### config.mk
export PLATFORM = sky130hd
export DESIGN_NAME = mem_stage_lsu
export DESIGN_NICKNAME = d
export VERILOG_FILES = /design/src/rtl/mem_stage_lsu.sv
export SDC_FILE = /design/constraint.sdc
export NUM_CORES = 1
export LEC_CHECK = 0
export BUFFER_PORTS_ARGS = -buffer_cell sky130_fd_sc_hd__buf_4
export CAP_MARGIN = 15
export CORE_MARGIN = 2
export CORE_UTILIZATION = 53
export DETAILED_ROUTE_END_ITERATION = 12
export PLACE_DENSITY = 0.89
export SETUP_SLACK_MARGIN = 0.3
export SKIP_CTS_REPAIR_TIMING = 1
export SYNTH_ARGS = -nofsm -noshare
export SYNTH_HDL_FRONTEND = slang
export SYNTH_SLANG_ARGS = --single-unit
### constraint.sdc
create_clock -name CLK -period 2.8 [get_ports CLK]
set_clock_uncertainty 0.15 [all_clocks]
set_input_delay 0.28 -clock CLK [delete_from_list [all_inputs] [get_ports CLK]]
set_output_delay 0.28 -clock CLK [all_outputs]
set_load 0.005 [all_outputs]
### src/rtl/mem_stage_lsu.sv
// Memory-stage load/store unit feeding the MEM/WB register.
// Runs a single request/acknowledge bus transaction per load or store.
// Store data is replicated across the byte lanes, and load results are
// sign- or zero-extended. The pipeline is held on StallM until the access
// completes.
// Optional feature: define LSU_TIMEOUT_EN to abort a request that waits
// TIMEOUT_CYCLES REQ cycles without a BusAck.
module mem_stage_lsu #(
    parameter int TIMEOUT_CYCLES = 255,
    parameter int CNT_W          = 8
) (
    input  logic        CLK,
    input  logic        RESETn,
    input  logic        MemReadM,
    input  logic        MemWriteM,
    input  logic [2:0]  Funct3M,
    input  logic [31:0] AddrM,
    input  logic [31:0] WriteDataM,
    output logic [31:0] ReadDataM,
    output logic        StallM,
    output logic        MisalignM,
    output logic        AccessFaultM,
    output logic        BusReq,
    output logic        BusWe,
    output logic [31:0] BusAddr,
    output logic [3:0]  BusByteEn,
    output logic [31:0] BusWData,
    input  logic        BusAck,
    input  logic        BusErr,
    input  logic [31:0] BusRData
);

    typedef enum logic [1:0] {
        S_IDLE = 2'b00,
        S_REQ  = 2'b01,
        S_DONE = 2'b10
    } state_t;

    // The timeout counter must be able to hold TIMEOUT_CYCLES.
    if ((2 ** CNT_W) <= TIMEOUT_CYCLES) begin : g_cnt_w_check
        $error("mem_stage_lsu: CNT_W too narrow for TIMEOUT_CYCLES");
    end

    state_t      r_state;
    state_t      w_next;

    logic        r_bus_req;
    logic        r_bus_we;
    logic [31:0] r_bus_addr;
    logic [3:0]  r_bus_be;
    logic [31:0] r_bus_wdata;
    logic [31:0] r_rdata;
    logic        r_misalign;
    logic        r_fault;
    logic [2:0]  r_f3;
    logic [1:0]  r_a;

    logic        w_access;
    logic        w_f3_ok;
    logic        w_fault_req;
    logic        w_misalign;
    logic        w_start;
    logic        w_timeout;
    logic [3:0]  w_be;
    logic [31:0] w_wdata;

    // Pick the addressed byte/half out of the word and extend it to 32 bits.
    function automatic logic [31:0] f_load_ext(input logic [2:0]  f3,
                                               input logic [1:0]  a,
                                               input logic [31:0] rdata);
        logic [31:0] sh;
        sh = rdata >> {a, 3'b000};
        case (f3)
            3'b000:  f_load_ext = {{24{sh[7]}}, sh[7:0]};
            3'b001:  f_load_ext = {{16{sh[15]}}, sh[15:0]};
            3'b100:  f_load_ext = {24'b0, sh[7:0]};
            3'b101:  f_load_ext = {16'b0, sh[15:0]};
            default: f_load_ext = rdata;
        endcase
    endfunction

    // Decode whether funct3 names a real RV32I load or store.
    always_comb begin
        w_f3_ok = 1'b0;
        if (MemReadM) begin
            case (Funct3M)
                3'b000, 3'b001, 3'b010, 3'b100, 3'b101: w_f3_ok = 1'b1;
                default:                                w_f3_ok = 1'b0;
            endcase
        end else begin
            case (Funct3M)
                3'b000, 3'b001, 3'b010: w_f3_ok = 1'b1;
                default:                w_f3_ok = 1'b0;
            endcase
        end
    end

    // Faults take priority over misalignment so the two flags never coincide.
    assign w_access    = MemReadM | MemWriteM;
    assign w_fault_req = w_access & ((MemReadM & MemWriteM) | ~w_f3_ok);
    assign w_misalign  = w_access & ~w_fault_req &
                         (((Funct3M[1:0] == 2'b01) & AddrM[0]) |
                          ((Funct3M[1:0] == 2'b10) & (AddrM[1:0] != 2'b00)));
    assign w_start     = (r_state == S_IDLE) & w_access & ~w_fault_req & ~w_misalign;

    // Store byte-lane enables and replicated write data; loads enable all lanes.
    always_comb begin
        w_be    = 4'b1111;
        w_wdata = WriteDataM;
        if (MemWriteM) begin
            case (Funct3M[1:0])
                2'b00: begin
                    w_be    = 4'b0001 << AddrM[1:0];
                    w_wdata = {4{WriteDataM[7:0]}};
                end
                2'b01: begin
                    w_be    = 4'b0011 << AddrM[1:0];
                    w_wdata = {2{WriteDataM[15:0]}};
                end
                default: begin
                    w_be    = 4'b1111;
                    w_wdata = WriteDataM;
                end
            endcase
        end
    end

`ifdef LSU_TIMEOUT_EN
    logic [CNT_W-1:0] r_cnt;

    // Count REQ cycles that pass without an acknowledge.
    always_ff @(posedge CLK or negedge RESETn) begin
        if (!RESETn) begin
            r_cnt <= '0;
        end else if (w_start) begin
            r_cnt <= '0;
        end else if ((r_state == S_REQ) && !BusAck) begin
            r_cnt <= r_cnt + 1'b1;
        end
    end

    assign w_timeout = (r_state == S_REQ) && !BusAck &&
                       (r_cnt == CNT_W'(TIMEOUT_CYCLES - 1));
`else
    assign w_timeout = 1'b0;
`endif

    // State register.
    always_ff @(posedge CLK or negedge RESETn) begin
        if (!RESETn) begin
            r_state <= S_IDLE;
        end else begin
            r_state <= w_next;
        end
    end

    // Next-state logic and the combinational pipeline stall.
    always_comb begin
        w_next = r_state;
        StallM = 1'b0;
        case (r_state)
            S_IDLE: begin
                StallM = w_start;
                if (w_start) begin
                    w_next = S_REQ;
                end
            end
            S_REQ: begin
                StallM = 1'b1;
                if (BusAck || w_timeout) begin
                    w_next = S_DONE;
                end
            end
            default: begin
                w_next = S_IDLE;
            end
        endcase
    end

    // Bus outputs, load result and one-cycle status flags.
    always_ff @(posedge CLK or negedge RESETn) begin
        if (!RESETn) begin
            r_bus_req   <= 1'b0;
            r_bus_we    <= 1'b0;
            r_bus_addr  <= '0;
            r_bus_be    <= '0;
            r_bus_wdata <= '0;
            r_rdata     <= '0;
            r_misalign  <= 1'b0;
            r_fault     <= 1'b0;
            r_f3        <= '0;
            r_a         <= '0;
        end else begin
            r_misalign <= 1'b0;
            r_fault    <= 1'b0;
            case (r_state)
                S_IDLE: begin
                    if (w_fault_req) begin
                        r_fault <= 1'b1;
                    end else if (w_misalign) begin
                        r_misalign <= 1'b1;
                        r_rdata    <= '0;
                    end else if (w_start) begin
                        r_bus_req   <= 1'b1;
                        r_bus_we    <= MemWriteM;
                        r_bus_addr  <= {AddrM[31:2], 2'b00};
                        r_bus_be    <= w_be;
                        r_bus_wdata <= w_wdata;
                        r_f3        <= Funct3M;
                        r_a         <= AddrM[1:0];
                    end
                end
                S_REQ: begin
                    if (BusAck) begin
                        r_bus_req <= 1'b0;
                        if (BusErr) begin
                            r_rdata <= '0;
                            r_fault <= 1'b1;
                        end else if (!r_bus_we) begin
                            r_rdata <= f_load_ext(r_f3, r_a, BusRData);
                        end
                    end else if (w_timeout) begin
                        r_bus_req <= 1'b0;
                        r_rdata   <= '0;
                        r_fault   <= 1'b1;
                    end
                end
                default: begin
                end
            endcase
        end
    end

    assign ReadDataM    = r_rdata;
    assign MisalignM    = r_misalign;
    assign AccessFaultM = r_fault;
    assign BusReq       = r_bus_req;
    assign BusWe        = r_bus_we;
    assign BusAddr      = r_bus_addr;
    assign BusByteEn    = r_bus_be;
    assign BusWData     = r_bus_wdata;

endmodule

# [After elaboration in Yosys (flattened, before gate mapping)]
# Cells that the tools add are included.
[totals] regBits=109 inputBits=105 out_inout_bits=105
[classes] n_eq_ne=16 n_shift=3 muxes=30 bitwise_logic=15 reduce_logical=12
[ops] op="32-bit two-way mux" count=6
[ops] op="32-bit case mux with 2 select lines" count=2
[ops] op="32-bit case mux with 4 select lines" count=1
[ops] op="32-bit by 5-bit >> shifter with 16-bit output" count=1
[ops] op="1-bit two-way mux" count=13
[ops] op="3-bit == test, second input constant" count=4
[ops] op="2-bit != test, second input constant" count=5
[ops] op="5-bit AND reduction" count=2
[ops] op="1-bit bitwise AND" count=9
[ops] op="4-bit case mux with 2 select lines" count=1
[ops] op="3-bit by 1-bit == test with 1-bit output, second input constant" count=2
[ops] op="3-bit zero test" count=2
[ops] op="1-bit case mux with 2 select lines" count=3
[ops] op="5-bit OR reduction" count=1
[ops] op="2-bit by 1-bit == test with 1-bit output, second input constant" count=2
[ops] op="2-bit zero test" count=2
[ops] op="2-bit two-way mux" count=2
[ops] op="4-bit two-way mux" count=1
[ops] op="2-bit case mux with 2 select lines" count=1
[ops] op="4-bit AND reduction" count=1
[ops] op="2-bit nonzero test" count=2
[ops] op="1-bit by 2-bit left shift with 4-bit output, first input constant" count=1
[ops] op="2-bit by 2-bit left shift with 4-bit output, first input constant" count=1
[ops] op="3-bit by 2-bit == test with 1-bit output, second input constant" count=1
[ops] op="other kinds (6)" count=10

# [Depth between registers and ports, before layout]
[depth] ltp_word=16 ltp_mapped=8 ltp_nobuf=5

# [Worst setup path before layout]
# OpenSTA, ideal clock, no wires.
[synth_timing] path_kind="input port to output port" from="input Funct3M[0]" to="output StallM" arrival_time_ps=1471 slack_ps=899 stages=7 n_path_buf=3 path_cell_list="buf_2 o21ai_0 nand3_1 or4_1 buf_6 buf_6 nand2_1"
[synth_between] elab_chain_len=13
[synth_lines] item="from (decl)" line_no="16" text="input logic [2:0] Funct3M,"
[synth_lines] item="3-bit by 1-bit == test with 1-bit output (tied with other cells)" line_no="86, 91"
[synth_lines] item="5-bit OR reduction or 3-bit OR reduction (tied branches)" line_no="86, 91"
[synth_lines] item="1-bit two-way mux, on equally long branches" line_no="86, 91"
[synth_lines] item="1-bit two-way mux" line_no="85" text="if (MemReadM) begin"
[synth_lines] item="1-bit inverter" line_no="100" text="assign w_fault_req = w_access & ((MemReadM & MemWriteM) | ~w_f3_ok);"
[synth_lines] item="1-bit OR" line_no="100"
[synth_lines] item="1-bit bitwise AND" line_no="100"
[synth_lines] item="1-bit inverter (no source line)"
[synth_lines] item="1-bit bitwise AND (2 in a row)" line_no="101" text="assign w_misalign = w_access & ~w_fault_req &"
[synth_lines] item="1-bit inverter (no source line)"
[synth_lines] item="1-bit bitwise AND (*)" line_no="104" text="assign w_start = (r_state == S_IDLE) & w_access & ~w_fault_req & ~w_misalign;"
[synth_lines] item="1-bit case mux with 2 select lines (*)" line_no="161" text="case (r_state)"
[synth_lines] item="to (decl)" line_no="20" text="output logic StallM,"
# Mark *: on every way between the ends. The rest lies on a longest branch, timed or not.

# [Worst setup path in the final report]
[layout_timing] from="register r_state[0]" to="output StallM"
[layout_between] elab_chain_len=5
[layout_lines] item="from (decl)" line_no="44" text="state_t r_state;"
[layout_lines] item="from (signal assigned)" line_no="153" text="r_state <= w_next;"
[layout_lines] item="2-bit zero test" line_no="104, 161"
[layout_lines] item="1-bit bitwise AND (3 in a row)" line_no="104"
[layout_lines] item="1-bit case mux with 2 select lines (*)" line_no="161"
# Marked as above.

==> flow_results.org <==
** Clock tree
- TritonCTS built the clock tree.
- No sink is reached through more buffers than the 2 on the longest clock path.
- Clock latency on the worst-skew pair, taken at its later pin, is 0.38 ns.
- CTS Buf Count :: 9
- Clock-pin slew was measured on the worst setup and hold paths at 0.12 ns.
- Clock root buffer :: clkbuf_8
- CTS built an H-tree with a depth of 3.
- Number of clock sinks :: 109

** Die
- The initial utilization of the core area, before any placement, comes to 54.92%.
- Core area :: 9864 sq um
- Row cnt :: 36
- Measured along the x axis, the die boundary spans 105.1 um.
- The die covers 11,050 sq um.
- 210 I/O pins were placed.
- Die span in y :: 105.1 um

** Yosys
- In this run, synthesis produced a sequential element count of 109.
- The synthesized design contains 0 enable-type register cells.
- Sequential fraction of the synthesis area :: 50.35%
- Average footprint of a synthesized cell :: 9.438 sq um
- In the synthesized netlist, the number of instances is 574.
- Yosys cell types :: 42
- Async set or reset register ratio after synthesis :: 100.0%
- Ys flop type :: dfrtp_1
- Summing every instance area after synthesis gives 5418 sq um.
- The Yosys step of the flow raised 0 warnings.

** Detailed routing
- The first detailed-routing pass took 5 iterations.
- The routed design has 16.65 mm of wire.
- Dividing the detail-routed via count by the number of cells gives 5.472.
- After detailed routing, the number of remaining DRC violations is 0.
- Initial detailed-routing violation count :: 325
- Number of vias in the routed layout :: 5,171
- Dividing the detail-routed wire length by the instance count gives 17.62 um.
- Antenna Nets Post-Route :: 0

** Worst hold path
- Capture endpoint of the worst hold path :: BusWData[28]
- The worst hold path begins at WriteDataM[28].
- Cell depth of the worst hold path :: 3
- Hold Crit Class :: input pin to register

** STA
- Fin. Hold Viols :: 0
- Pins Over Slew Limit :: 0
- Static timing analysis puts the maximum clock frequency at 0.4301 GHz.
- Final setup violation count :: 0
- Setup total negative slack on the finished layout was measured at 0 ns.
- Of the available clock period, the critical path in the final layout requires 83.04%.
- Worst hold-check slack :: 0.007729 ns
- Worst-case headroom to the max-slew limit :: 57.58%
- Post-route minimum period :: 2.325 ns
- RSZ-0062 raised after global routing :: no
- For the pin with the worst max-slew slack, the measured transition is 0.6363 ns.

** Critical path
- The worst setup path is launched from a register.
- Req. time, crit path :: 2.37 ns
- In this run the critical register-to-register path is captured at ReadDataM[29].
- The setup path with the least slack is of type register to output pin.
- The number of cells on the worst reg-to-reg path is 5.
- Of all nets on the critical path, the largest fanout is 29.
- In this run the register-to-register setup slack is 0.67 ns.
- Reg2reg start :: r_state[0]
- Capturing element type of the critical path :: output pin
- Data on the critical path arrives at its endpoint at 1.90 ns.

** Cells and area
- For this run, the post-layout net count is 912.
- Of the cells placed in the final design, the portion with a size suffix greater than 1 is 36.33%.
- # diodes :: 0
- Compared with the post-synthesis result, the final layout area differs by 39.56%.
- The library cell used most frequently in the layout, excluding fill and tap cells, is buf_4.
- At the end of the flow the core is filled with cells to 76.65%.
- In the layout the commonest cells are buf_4, nand2_1, dfrtp_1.

** Power and ir drop
- Worst ir drop on vdd :: 0.4834 mV
- Static Leak :: 4.099 nW
- Power spread over the standard cell area amounts to 745.2 nW/um^2.

** Place
- HPWL after detailed placement :: 10.81 mm
- At the end of routability-driven placement, the weighted congestion stood at 0.8717.
- Port Buf Inserts :: 207

** Global routing
- First-pass GRT wire length :: 23.26 mm
- The via count of the first global-routing pass came to 4,709.
- Total track usage :: 26.34%
- Total congestion overflow after global routing :: 0
- Pin count of the biggest net entering global routing :: 73
- Antenna violations before repair :: 0

** Outcome
- Outcome :: complete, no violations

** Flow run
- Max-cap violations :: 0
## where the power goes
part | leakage, nW | internal, mW | total, mW | switching [mW]
Clock | 0.106 | 0.428 | 1.01 | 0.583
Combinational | 2.59 | 1.14 | 2.19 | 1.05
Sequential | 1.40 | 2.08 | 2.44 | 0.363
Total | 4.10 | 3.64 | 5.63 | 1.99
## worst max path at each step
stage	from	endpoint
2_1_floorplan	Funct3M[0]	StallM
3_3_place_gp	Funct3M[0]	BusWData[22]
5_1_grt	r_state[0]	StallM
4_1_cts	r_state[0]	StallM
6_report	r_state[0]	StallM
3_5_place_dp	Funct3M[0]	BusWData[13]
## cell families (layout without fill, tap and decap cells)
group	count (synthesis)	after routing	share of synthesized area (%)
AND/OR/NAND/NOR	270	270	20.35
other	1	2	0.06922
XOR/XNOR	1	1	0.1617
buffers and inverters	49	286	6.028
AO/OA/AOI/OAI	78	78	10.05
multiplexers	66	66	13.00
flip-flops	109	109	50.35
## critical path, stage by stage, from the launching register on
cell and delay, ns:
dfrtp_1 0.51, or4_4 0.76, nand2_1 0.13, buf_4 0.12
## synthesized netlist by cell type (all sizes together) (2+ instances only)
| library cell | instances | area, sq um |
|---|---|---|
| a21oi | 20 | 100.1 |
| a31oi | 2 | 12.51 |
| and2 | 8 | 50.05 |
| buf | 32 | 262.8 |
| clkbuf | 4 | 15.01 |
| dfrtp | 109 | 2728 |
| inv | 13 | 48.80 |
| mux2 | 25 | 281.5 |
| mux2i | 40 | 400.4 |
| nand2 | 207 | 777.0 |
| nand2b | 3 | 26.27 |
| nand3 | 9 | 45.04 |
| nor2 | 33 | 128.9 |
| nor2b | 2 | 12.51 |
| nor4 | 2 | 12.51 |
| o21ai | 41 | 306.5 |
| o221ai | 6 | 52.55 |
## final cells by class
type	count	area [sq um]
timing repair buffer	257	2039
multi-input combinational	417	2377
sequential	109	2728
clock inverter	7	77.57
tap	133	166.4
fill	608	2303
clock buffer	9	123.9
inverter	13	48.80
## state kept, by name (all words and copies together), names as in the netlist, 2 cells and up
signal and count:
BusAddr 30, BusByteEn 4, BusWData 32, ReadDataM 32
r_a 2, r_f3 3, r_state 2
## routing by layer
| metal | share of wire (%) | up-vias | wire [um] | GRT usage [%] |
|---|---|---|---|---|
| met2 | 49 | 296 | 8131 | 42.58 |
| met3 | 9.2 | 60 | 1537 | 7.299 |
| met4 | 4.6 | 0 | 771 | 11.62 |
| li1 | - | 2357 | - | - |
| met1 | 37 | 2458 | 6212 | 33.08 |
| met5 | 0 | - | 0 | 0 |
## stage by stage
| step | worst slack, ns | std cells | power (mW) | area (sq um) |
|---|---|---|---|---|
| 2_1_floorplan | 0.8990 | 575 | 3.354 | 5421 |
| 3_3_place_gp | 0.6024 | 890 | 4.421 | 6969 |
| 3_5_place_dp | 0.5535 | 890 | 4.516 | 6969 |
| 4_1_cts | 0.4861 | 906 | 5.498 | 7171 |
| 5_1_grt | 0.3943 | 945 | 5.961 | 7561 |
| 6_report | 0.4748 | 945 | 5.634 | 7561 |
Note: power is estimated with default switching activity, not from simulation.
